===== src/rtl/usb_tx_pkg.sv =====
// Shared types for the USB endpoint transmit path: packet codes handed to the
// TX control logic, handshake request types and the scheduler state encoding.
package usb_tx_pkg;

  typedef enum logic [2:0] {
    PKT_NONE  = 3'd0,
    PKT_DATA  = 3'd1,
    PKT_ACK   = 3'd2,
    PKT_NAK   = 3'd3,
    PKT_STALL = 3'd4
  } tx_packet_t;

  typedef enum logic [1:0] {
    HS_ACK   = 2'd0,
    HS_NAK   = 2'd1,
    HS_STALL = 2'd2,
    HS_RSVD  = 2'd3
  } hs_type_t;

  typedef enum logic [1:0] {
    ST_IDLE,
    ST_ISSUE,
    ST_XFER,
    ST_AWAIT_ACK
  } sched_state_t;

  // Packet code sent for a stored handshake type; reserved maps to nothing.
  function automatic tx_packet_t hs_to_packet(hs_type_t t);
    case (t)
      HS_ACK:   return PKT_ACK;
      HS_NAK:   return PKT_NAK;
      HS_STALL: return PKT_STALL;
      default:  return PKT_NONE;
    endcase
  endfunction

endpackage


===== src/rtl/tx_packet_scheduler_if.sv =====
// Request, status and TX-control signals of the transmit scheduler.
// The master modport is the scheduler's view; slave is the surrounding logic.
interface tx_packet_scheduler_if;
  import usb_tx_pkg::*;

  logic       in_token;
  logic       hs_req;
  logic [1:0] hs_type;
  logic       rx_host_ack;
  logic       data_ready;
  logic [6:0] buffer_occupancy;
  logic       tx_transfer_active;
  logic       tx_error;
  tx_packet_t tx_packet;
  logic       data_pid;
  logic       sched_busy;
  logic       pkt_done;
  logic       data_acked;
  logic       sched_error;

  modport master (
    input  in_token, hs_req, hs_type, rx_host_ack, data_ready,
           buffer_occupancy, tx_transfer_active, tx_error,
    output tx_packet, data_pid, sched_busy, pkt_done, data_acked, sched_error
  );

  modport slave (
    output in_token, hs_req, hs_type, rx_host_ack, data_ready,
           buffer_occupancy, tx_transfer_active, tx_error,
    input  tx_packet, data_pid, sched_busy, pkt_done, data_acked, sched_error
  );

endinterface


===== src/rtl/tx_req_arbiter.sv =====
// Holds pending transmit requests and picks the winner by fixed priority:
// STALL, then ACK/NAK, then the IN response (DATA if a packet is buffered).
module tx_req_arbiter
  import usb_tx_pkg::*;
(
  input  logic       clk,
  input  logic       n_rst,
  input  logic       in_token,
  input  logic       hs_req,
  input  logic [1:0] hs_type,
  input  logic       data_ready,
  input  logic [6:0] buffer_occupancy,
  input  logic       grant,
  output logic       req_valid,
  output tx_packet_t req_packet
);

  logic     stall_pend, hs_pend, in_pend;
  hs_type_t hs_type_q;
  hs_type_t hs_in;
  logic     set_stall, set_hs;
  logic     sel_stall, sel_hs, sel_in;

  assign hs_in     = hs_type_t'(hs_type);
  assign set_stall = hs_req && (hs_in == HS_STALL);
  assign set_hs    = hs_req && (hs_in == HS_ACK || hs_in == HS_NAK);

  assign sel_stall = stall_pend;
  assign sel_hs    = !stall_pend && hs_pend;
  assign sel_in    = !stall_pend && !hs_pend && in_pend;
  assign req_valid = stall_pend || hs_pend || in_pend;

  // Packet code of the current winner; the IN response is decided at grant time.
  always_comb begin
    // NOTE: default first so every path assigns req_packet and no latch is inferred.
    req_packet = PKT_NONE;
    if (sel_stall)   req_packet = PKT_STALL;
    else if (sel_hs) req_packet = hs_to_packet(hs_type_q);
    else if (sel_in) req_packet = (data_ready && buffer_occupancy != 7'd0) ? PKT_DATA : PKT_NAK;
  end

  // Pending flags: a new pulse wins over a same-cycle grant so it is never lost.
  always_ff @(posedge clk or negedge n_rst) begin
    if (!n_rst) begin
      // NOTE: non-blocking assignments for all state so every flop samples pre-edge values.
      stall_pend <= 1'b0;
      hs_pend    <= 1'b0;
      in_pend    <= 1'b0;
      hs_type_q  <= HS_ACK;
    end else begin
      stall_pend <= set_stall || (stall_pend && !(grant && sel_stall));
      hs_pend    <= set_hs    || (hs_pend    && !(grant && sel_hs));
      in_pend    <= in_token  || (in_pend    && !(grant && sel_in));
      if (set_hs) hs_type_q <= hs_in;
    end
  end

endmodule


===== src/rtl/tx_packet_scheduler.sv =====
// Transmit scheduler: grants one request at a time, presents its packet code
// to the TX control logic until the transfer starts, waits for completion and,
// for DATA packets, for the host ACK that advances the DATA0/DATA1 toggle.
module tx_packet_scheduler
  import usb_tx_pkg::*;
#(
  parameter int START_TIMEOUT = 4,
  parameter int ACK_TIMEOUT   = 64
) (
  input  logic clk,
  input  logic n_rst,
  tx_packet_scheduler_if.master sif
);

  localparam int CNT_MAX = (START_TIMEOUT > ACK_TIMEOUT) ? START_TIMEOUT : ACK_TIMEOUT;
  localparam int CNT_W   = $clog2(CNT_MAX) + 1;

  sched_state_t state_q, state_d;
  logic [CNT_W-1:0] cnt_q, cnt_d;
  logic       is_data_q, is_data_d;
  tx_packet_t pkt_q, pkt_d;
  logic       pid_q, pid_d;
  logic       busy_q, busy_d;
  logic       done_q, done_d;
  logic       acked_q, acked_d;
  logic       err_q, err_d;
  logic       grant, req_valid;
  tx_packet_t req_packet;

  tx_req_arbiter u_arb (
    .clk              (clk),
    .n_rst            (n_rst),
    .in_token         (sif.in_token),
    .hs_req           (sif.hs_req),
    .hs_type          (sif.hs_type),
    .data_ready       (sif.data_ready),
    .buffer_occupancy (sif.buffer_occupancy),
    .grant            (grant),
    .req_valid        (req_valid),
    .req_packet       (req_packet)
  );

  // Next state, timeout counter and registered-output values.
  always_comb begin
    state_d   = state_q;
    cnt_d     = cnt_q + CNT_W'(1);
    is_data_d = is_data_q;
    pkt_d     = PKT_NONE;
    pid_d     = pid_q;
    done_d    = 1'b0;
    acked_d   = 1'b0;
    err_d     = 1'b0;
    grant     = 1'b0;

    case (state_q)
      ST_IDLE: begin
        cnt_d = '0;
        if (req_valid) begin
          grant     = 1'b1;
          pkt_d     = req_packet;
          is_data_d = (req_packet == PKT_DATA);
          state_d   = ST_ISSUE;
        end
      end
      ST_ISSUE: begin
        if (sif.tx_transfer_active) begin
          state_d = ST_XFER;
        end else if (cnt_q == CNT_W'(START_TIMEOUT - 1)) begin
          err_d   = 1'b1;
          state_d = ST_IDLE;
        end else begin
          pkt_d = pkt_q;
        end
      end
      ST_XFER: begin
        if (!sif.tx_transfer_active) begin
          done_d  = 1'b1;
          state_d = is_data_q ? ST_AWAIT_ACK : ST_IDLE;
        end
      end
      ST_AWAIT_ACK: begin
        if (sif.rx_host_ack) begin
          acked_d = 1'b1;
          pid_d   = ~pid_q;
          state_d = ST_IDLE;
        end else if (cnt_q == CNT_W'(ACK_TIMEOUT - 1)) begin
          err_d   = 1'b1;
          state_d = ST_IDLE;
        end
      end
      default: state_d = ST_IDLE;
    endcase

    // A TX error aborts whatever is in flight; the PID toggle is left alone.
    if (state_q != ST_IDLE && sif.tx_error) begin
      state_d = ST_IDLE;
      pkt_d   = PKT_NONE;
      pid_d   = pid_q;
      done_d  = 1'b0;
      acked_d = 1'b0;
      err_d   = 1'b1;
    end

    if (state_d != state_q) cnt_d = '0;
    busy_d = (state_d != ST_IDLE);
  end

  // State register and registered outputs.
  always_ff @(posedge clk or negedge n_rst) begin
    if (!n_rst) begin
      state_q   <= ST_IDLE;
      cnt_q     <= '0;
      is_data_q <= 1'b0;
      pkt_q     <= PKT_NONE;
      pid_q     <= 1'b0;
      busy_q    <= 1'b0;
      done_q    <= 1'b0;
      acked_q   <= 1'b0;
      err_q     <= 1'b0;
    end else begin
      state_q   <= state_d;
      cnt_q     <= cnt_d;
      is_data_q <= is_data_d;
      pkt_q     <= pkt_d;
      pid_q     <= pid_d;
      busy_q    <= busy_d;
      done_q    <= done_d;
      acked_q   <= acked_d;
      err_q     <= err_d;
    end
  end

  assign sif.tx_packet   = pkt_q;
  assign sif.data_pid    = pid_q;
  assign sif.sched_busy  = busy_q;
  assign sif.pkt_done    = done_q;
  assign sif.data_acked  = acked_q;
  assign sif.sched_error = err_q;

endmodule


===== src/flat_wrapper.sv =====
// flat-port wrapper written by rule: the top's interface ports become plain ports
module tx_packet_scheduler_flat import usb_tx_pkg::*;
#(
  parameter int START_TIMEOUT = 4,
  parameter int ACK_TIMEOUT   = 64
)
  (clk, n_rst, sif_in_token, sif_hs_req, sif_hs_type, sif_rx_host_ack, sif_data_ready, sif_buffer_occupancy, sif_tx_transfer_active, sif_tx_error, sif_tx_packet, sif_data_pid, sif_sched_busy, sif_pkt_done, sif_data_acked, sif_sched_error);
  tx_packet_scheduler_if sif_i ();
  input  logic clk;
  input  logic n_rst;
  input wire logic [$bits(sif_i.in_token)-1:0] sif_in_token;
  input wire logic [$bits(sif_i.hs_req)-1:0] sif_hs_req;
  input wire logic [$bits(sif_i.hs_type)-1:0] sif_hs_type;
  input wire logic [$bits(sif_i.rx_host_ack)-1:0] sif_rx_host_ack;
  input wire logic [$bits(sif_i.data_ready)-1:0] sif_data_ready;
  input wire logic [$bits(sif_i.buffer_occupancy)-1:0] sif_buffer_occupancy;
  input wire logic [$bits(sif_i.tx_transfer_active)-1:0] sif_tx_transfer_active;
  input wire logic [$bits(sif_i.tx_error)-1:0] sif_tx_error;
  output wire logic [$bits(sif_i.tx_packet)-1:0] sif_tx_packet;
  output wire logic [$bits(sif_i.data_pid)-1:0] sif_data_pid;
  output wire logic [$bits(sif_i.sched_busy)-1:0] sif_sched_busy;
  output wire logic [$bits(sif_i.pkt_done)-1:0] sif_pkt_done;
  output wire logic [$bits(sif_i.data_acked)-1:0] sif_data_acked;
  output wire logic [$bits(sif_i.sched_error)-1:0] sif_sched_error;
  assign sif_i.in_token = sif_in_token;
  assign sif_i.hs_req = sif_hs_req;
  assign sif_i.hs_type = sif_hs_type;
  assign sif_i.rx_host_ack = sif_rx_host_ack;
  assign sif_i.data_ready = sif_data_ready;
  assign sif_i.buffer_occupancy = sif_buffer_occupancy;
  assign sif_i.tx_transfer_active = sif_tx_transfer_active;
  assign sif_i.tx_error = sif_tx_error;
  assign sif_tx_packet = sif_i.tx_packet;
  assign sif_data_pid = sif_i.data_pid;
  assign sif_sched_busy = sif_i.sched_busy;
  assign sif_pkt_done = sif_i.pkt_done;
  assign sif_data_acked = sif_i.data_acked;
  assign sif_sched_error = sif_i.sched_error;
  tx_packet_scheduler #(.START_TIMEOUT(START_TIMEOUT), .ACK_TIMEOUT(ACK_TIMEOUT)) u_core (.clk(clk), .n_rst(n_rst), .sif(sif_i));
endmodule

===== config.mk =====
export PLATFORM = sky130hd
export DESIGN_NAME = tx_packet_scheduler_flat
export DESIGN_NICKNAME = d
export VERILOG_FILES = /design/src/rtl/usb_tx_pkg.sv /design/src/rtl/tx_packet_scheduler_if.sv /design/src/rtl/tx_req_arbiter.sv /design/src/rtl/tx_packet_scheduler.sv /design/src/flat_wrapper.sv
export SDC_FILE = /design/constraint.sdc
export NUM_CORES = 1
export LEC_CHECK = 0
export BUFFER_PORTS_ARGS = -buffer_cell sky130_fd_sc_hd__buf_2
export CORE_ASPECT_RATIO = 1.1
export CORE_UTILIZATION = 51
export DETAILED_ROUTE_END_ITERATION = 7
export PLACE_DENSITY = 0.76
export SETUP_SLACK_MARGIN = 0.4
export SYNTH_ARGS = -nofsm -noshare
export SYNTH_HDL_FRONTEND = slang
export SYNTH_SLANG_ARGS = --single-unit
export TNS_END_PERCENT = 50

===== constraint.sdc =====
create_clock -name clk -period 2.3 [get_ports clk]
set_clock_uncertainty 0.1 [all_clocks]
set_input_delay 0.46 -clock clk [delete_from_list [all_inputs] [get_ports clk]]
set_output_delay 0.46 -clock clk [all_outputs]
set_load 0.1 [all_outputs]

==> reports/qor.log <==
[critical_path] CP Data Required Time 2.39 ns
[timing] Setup Total Neg Slack 0 ns
[finish] Area Growth Syn to Fin 21.82%
[logic_synthesis] Warnings, synthesis 0
[routing] Via density 5.528
[cts] clock insertion delay at the later pin of the skew report 0.31 ns
[status] result of the run finished, violations left
[finish] sequential standard cell area 575.6 µm²
[global_route] maximum number of pins on one net before global-route repair 24
[finish] layout cells sized above 1 29.32%
[timing] Peak Freq 0.5496 GHz
[placement] placed cell areas 1230 µm²
[logic_synthesis] main flop type after synthesis sky130_fd_sc_hd__dfrtp_1
[power] Pleak 0.6009 nW
[finish] Cell Count, Final, Fillers Out 161
[die] placeable core area 1999 µm²
[die] Die Footprint 2313 µm²
[routing] starting DRC count in detailed routing 7
[routing] DR pass1 iterations 4
[die] FP Rows 17
[logic_synthesis] number of distinct library cells after synthesis 34
[routing] drt total wl 2203 µm
[logic_synthesis] most used standard cell by instance count after synthesis sky130_fd_sc_hd__dfrtp_1
[cts] clk buf depth 2
[logic_synthesis] share of the synthesized area in the top cell type 53.12%
[routing] number of DRC violations after detailed routing 0
[global_route] global-route wire length before repair 3712 µm
[routing] routed wirelength normalized by instance count 13.68 µm
[die] total I/O pin count 25
[finish] final design area excluding fillers 1320 µm²
[logic_synthesis] synthesized netlist net count 122
[cts] clock edge transition at the registers on the reported setup and hold paths 0.12 ns
[logic_synthesis] EDFF count, synth 0
[logic_synthesis] share of synthesized cell area in full adder, half adder and majority cells 1.155%
[timing] final hold slack -0.005914 ns
[die] floorplan die width 45.95 µm
[min_path] class of the most critical hold timing path primary input to asynchronous set/reset pin
[finish] post-layout net count 152
[logic_synthesis] flop and latch count out of synthesis 23
[placement] hpwl dp 1596 µm
[finish] antenna diode count 0
[logic_synthesis] share of flip-flops with an asynchronous set or reset 100.0%
[timing] transition at the pin with the smallest max-transition slack 0.5202 ns
[timing] post-route fraction of the period consumed by the critical path 79.11%
[logic_synthesis] count of mapped cells out of synthesis 104
[critical_path] critical path class flop to flop
[power] IR drop worst, VDD 0.6709 mV
[logic_synthesis] proportion of synthesized area in mux cells 0%
[status] failing checks negative hold slack
[logic_synthesis] sequential area share after synthesis 53.12%
[cts] CTS tree done
[critical_path] kind of capture point of the worst setup path flop
[logic_synthesis] largest family of logic cells by synthesized area simple AND/OR/NAND/NOR gates
[timing] Hold Fails Final Rpt 9
[routing] ANT nets after route 0
[timing] minimum clock period 1.820 ns
[global_route] overall routing resource usage 22.53%
[critical_path] Worst Path Arrival 1.91 ns
[global_route] number of antenna violations at the first check in global routing 0
[die] Initial Util 54.19%
[timing] max_slew headroom 65.02%
[job] Max Cap Viol 0
[finish] Multi-input gate area 531.8 µm²
[logic_synthesis] Area contributors post-synth sky130_fd_sc_hd__dfrtp_1, sky130_fd_sc_hd__nor2_1, sky130_fd_sc_hd__nand2_1
[logic_synthesis] post-synthesis compound-gate area fraction 15.36%
[global_route] leftover overflow at the end of global routing 0
[cts] Root Driver sky130_fd_sc_hd__clkbuf_4
[timing] RSZ-0062 raised after global routing false
[cts] number of sinks driven by the clock tree 23
[placement] # placed instances 154
[finish] # fillers 187
[cts] # hold bufs at CTS 0
[critical_path] Reg-to-Reg Start u_core.cnt_q[0]
[logic_synthesis] most used standard cells in the synthesized netlist sky130_fd_sc_hd__dfrtp_1, sky130_fd_sc_hd__nor2_1, sky130_fd_sc_hd__nand2_1
[logic_synthesis] simple-gate share of the synthesized area 24.83%
[die] chip height 50.35 µm
[logic_synthesis] Post-Syn Area 1084 µm²
[power] Cell Pwr Density 1103 nW/µm²
[placement] count of buffers from port buffering 24
[critical_path] CP startpoint kind flop
[logic_synthesis] top cell type by total area after synthesis sky130_fd_sc_hd__dfrtp_1
[logic_synthesis] Synth Area in XOR/XNOR 4.042%
[critical_path] timing startpoint of the critical path u_core.cnt_q[0]
[timing] count of final max-slew check failures 0
[routing] total number of vias 890
[critical_path] worst-path fanout max 7
[cts] level count of the clock H-tree 1
[placement] placer congestion estimate 0.8381
[logic_synthesis] Avg Inst Size Synth 10.42 µm²
[timing] count of endpoints failing setup in the final report 0
[global_route] via count of the first global-routing pass 865
[cts] total CTS buffers 3
==> per-layer routing <==
layer / global-route usage (%) / vias up / wire, µm / share of wire, %
met4: 13.73 / 0 / 73 / 3.3
met1: 28.54 / 424 / 959 / 44
met5: 0 / - / 0 / 0
met2: 34.74 / 23 / 1096 / 50
li1: - / 435 / - / -
met3: 3.957 / 8 / 74 / 3.4
==> logic make-up after synthesis <==
| logic type | Yosys count |
|---|---|
| simple gates | 48 |
| compound gates | 23 |
| flops | 23 |
| xor+xnor | 5 |
| buf+inv | 4 |
| fa+ha+maj | 1 |
==> critical path, stage by stage, from the launching register on <==
cell and delay (ns):
sky130_fd_sc_hd__dfrtp_1 0.42, sky130_fd_sc_hd__ha_4 0.17, sky130_fd_sc_hd__nand3_2 0.10, sky130_fd_sc_hd__or3_4 0.39
sky130_fd_sc_hd__a311oi_4 0.42, sky130_fd_sc_hd__nor2_1 0.11
==> path summary, 6_finish.rpt <==
kind / end / slack (ns) / cells past startpoint
worst min register to register: u_core.sif.data_pid / 0.37 / 1
worst max register to register: u_core.cnt_q[4] / 0.48 / 5
worst min-delay path: u_core.sif.data_pid / -0.006 / 1
max in group asynchronous: u_core.cnt_q[2] / 1.77 / 1
worst max-delay path: u_core.cnt_q[4] / 0.48 / 5
min in group clk: u_core.u_arb.in_pend / 0.22 / 2
==> sequential cells by signal (all words and copies together) (netlist names) <==
signal / flops
u_core.sif.sched_error: 1
u_core.u_arb.sel_stall: 1
u_core.cnt_q: 7
u_core.is_data_q: 1
u_core.u_arb.hs_type_q: 2
u_core.sif.tx_packet: 3
u_core.sif.sched_busy: 1
u_core.sif.data_acked: 1
u_core.sif.pkt_done: 1
u_core.u_arb.hs_pend: 1
u_core.sif.data_pid: 1
u_core.u_arb.in_pend: 1
u_core.state_q: 2
==> per-stage QoR <==
step	hold WS (ns)	setup slack [ns]	total power [mW]	utilization, %
5_1_grt	0.01846	0.3875	1.553	66.02
4_1_cts	0.008149	0.4272	1.444	63.58
3_3_place_gp	0.3383	0.4185	1.249	61.51
3_5_place_dp	0.3501	0.3157	1.261	61.51
2_1_floorplan	0.06441	0.5129	1.122	-
6_report	-0.005914	0.4804	1.456	66.02
==> cell usage in the layout (no fill, tap or decap), types with 4 or more instances in the layout <==
cell type,Yosys,final
sky130_fd_sc_hd__a21oi_1,5,5
sky130_fd_sc_hd__buf_2,1,24
sky130_fd_sc_hd__dfrtp_1,23,23
sky130_fd_sc_hd__nand2_1,11,11
sky130_fd_sc_hd__nor2_1,12,12
sky130_fd_sc_hd__nor2b_1,5,5
sky130_fd_sc_hd__o21ai_0,6,6
sky130_fd_sc_hd__o31ai_1,4,4
==> what timing repair did <==
item / 4_1_cts / 5_1_grt
pin swaps: 1 / 2
gates resized for setup: 2 / 4
setup buffers: 0 / 3
endpoints found under the setup margin: 8 / 8
==> power by group <==
part	leakage (nW)	internal (mW)	switching, mW
Combinational	0.283	0.174	0.515
Sequential	0.300	0.494	0.0895
Clock	0.0177	0.0650	0.118
==> area by class of cell <==
type	count	share of cell area, %
clock inverter	1	0.3791
clock buffer	3	1.706
tap	28	2.654
timing repair buffer	27	10.81
multi-input combinational	77	40.28
inverter	2	0.5687
sequential	23	43.60
Note: power is estimated with default switching activity, not from simulation.
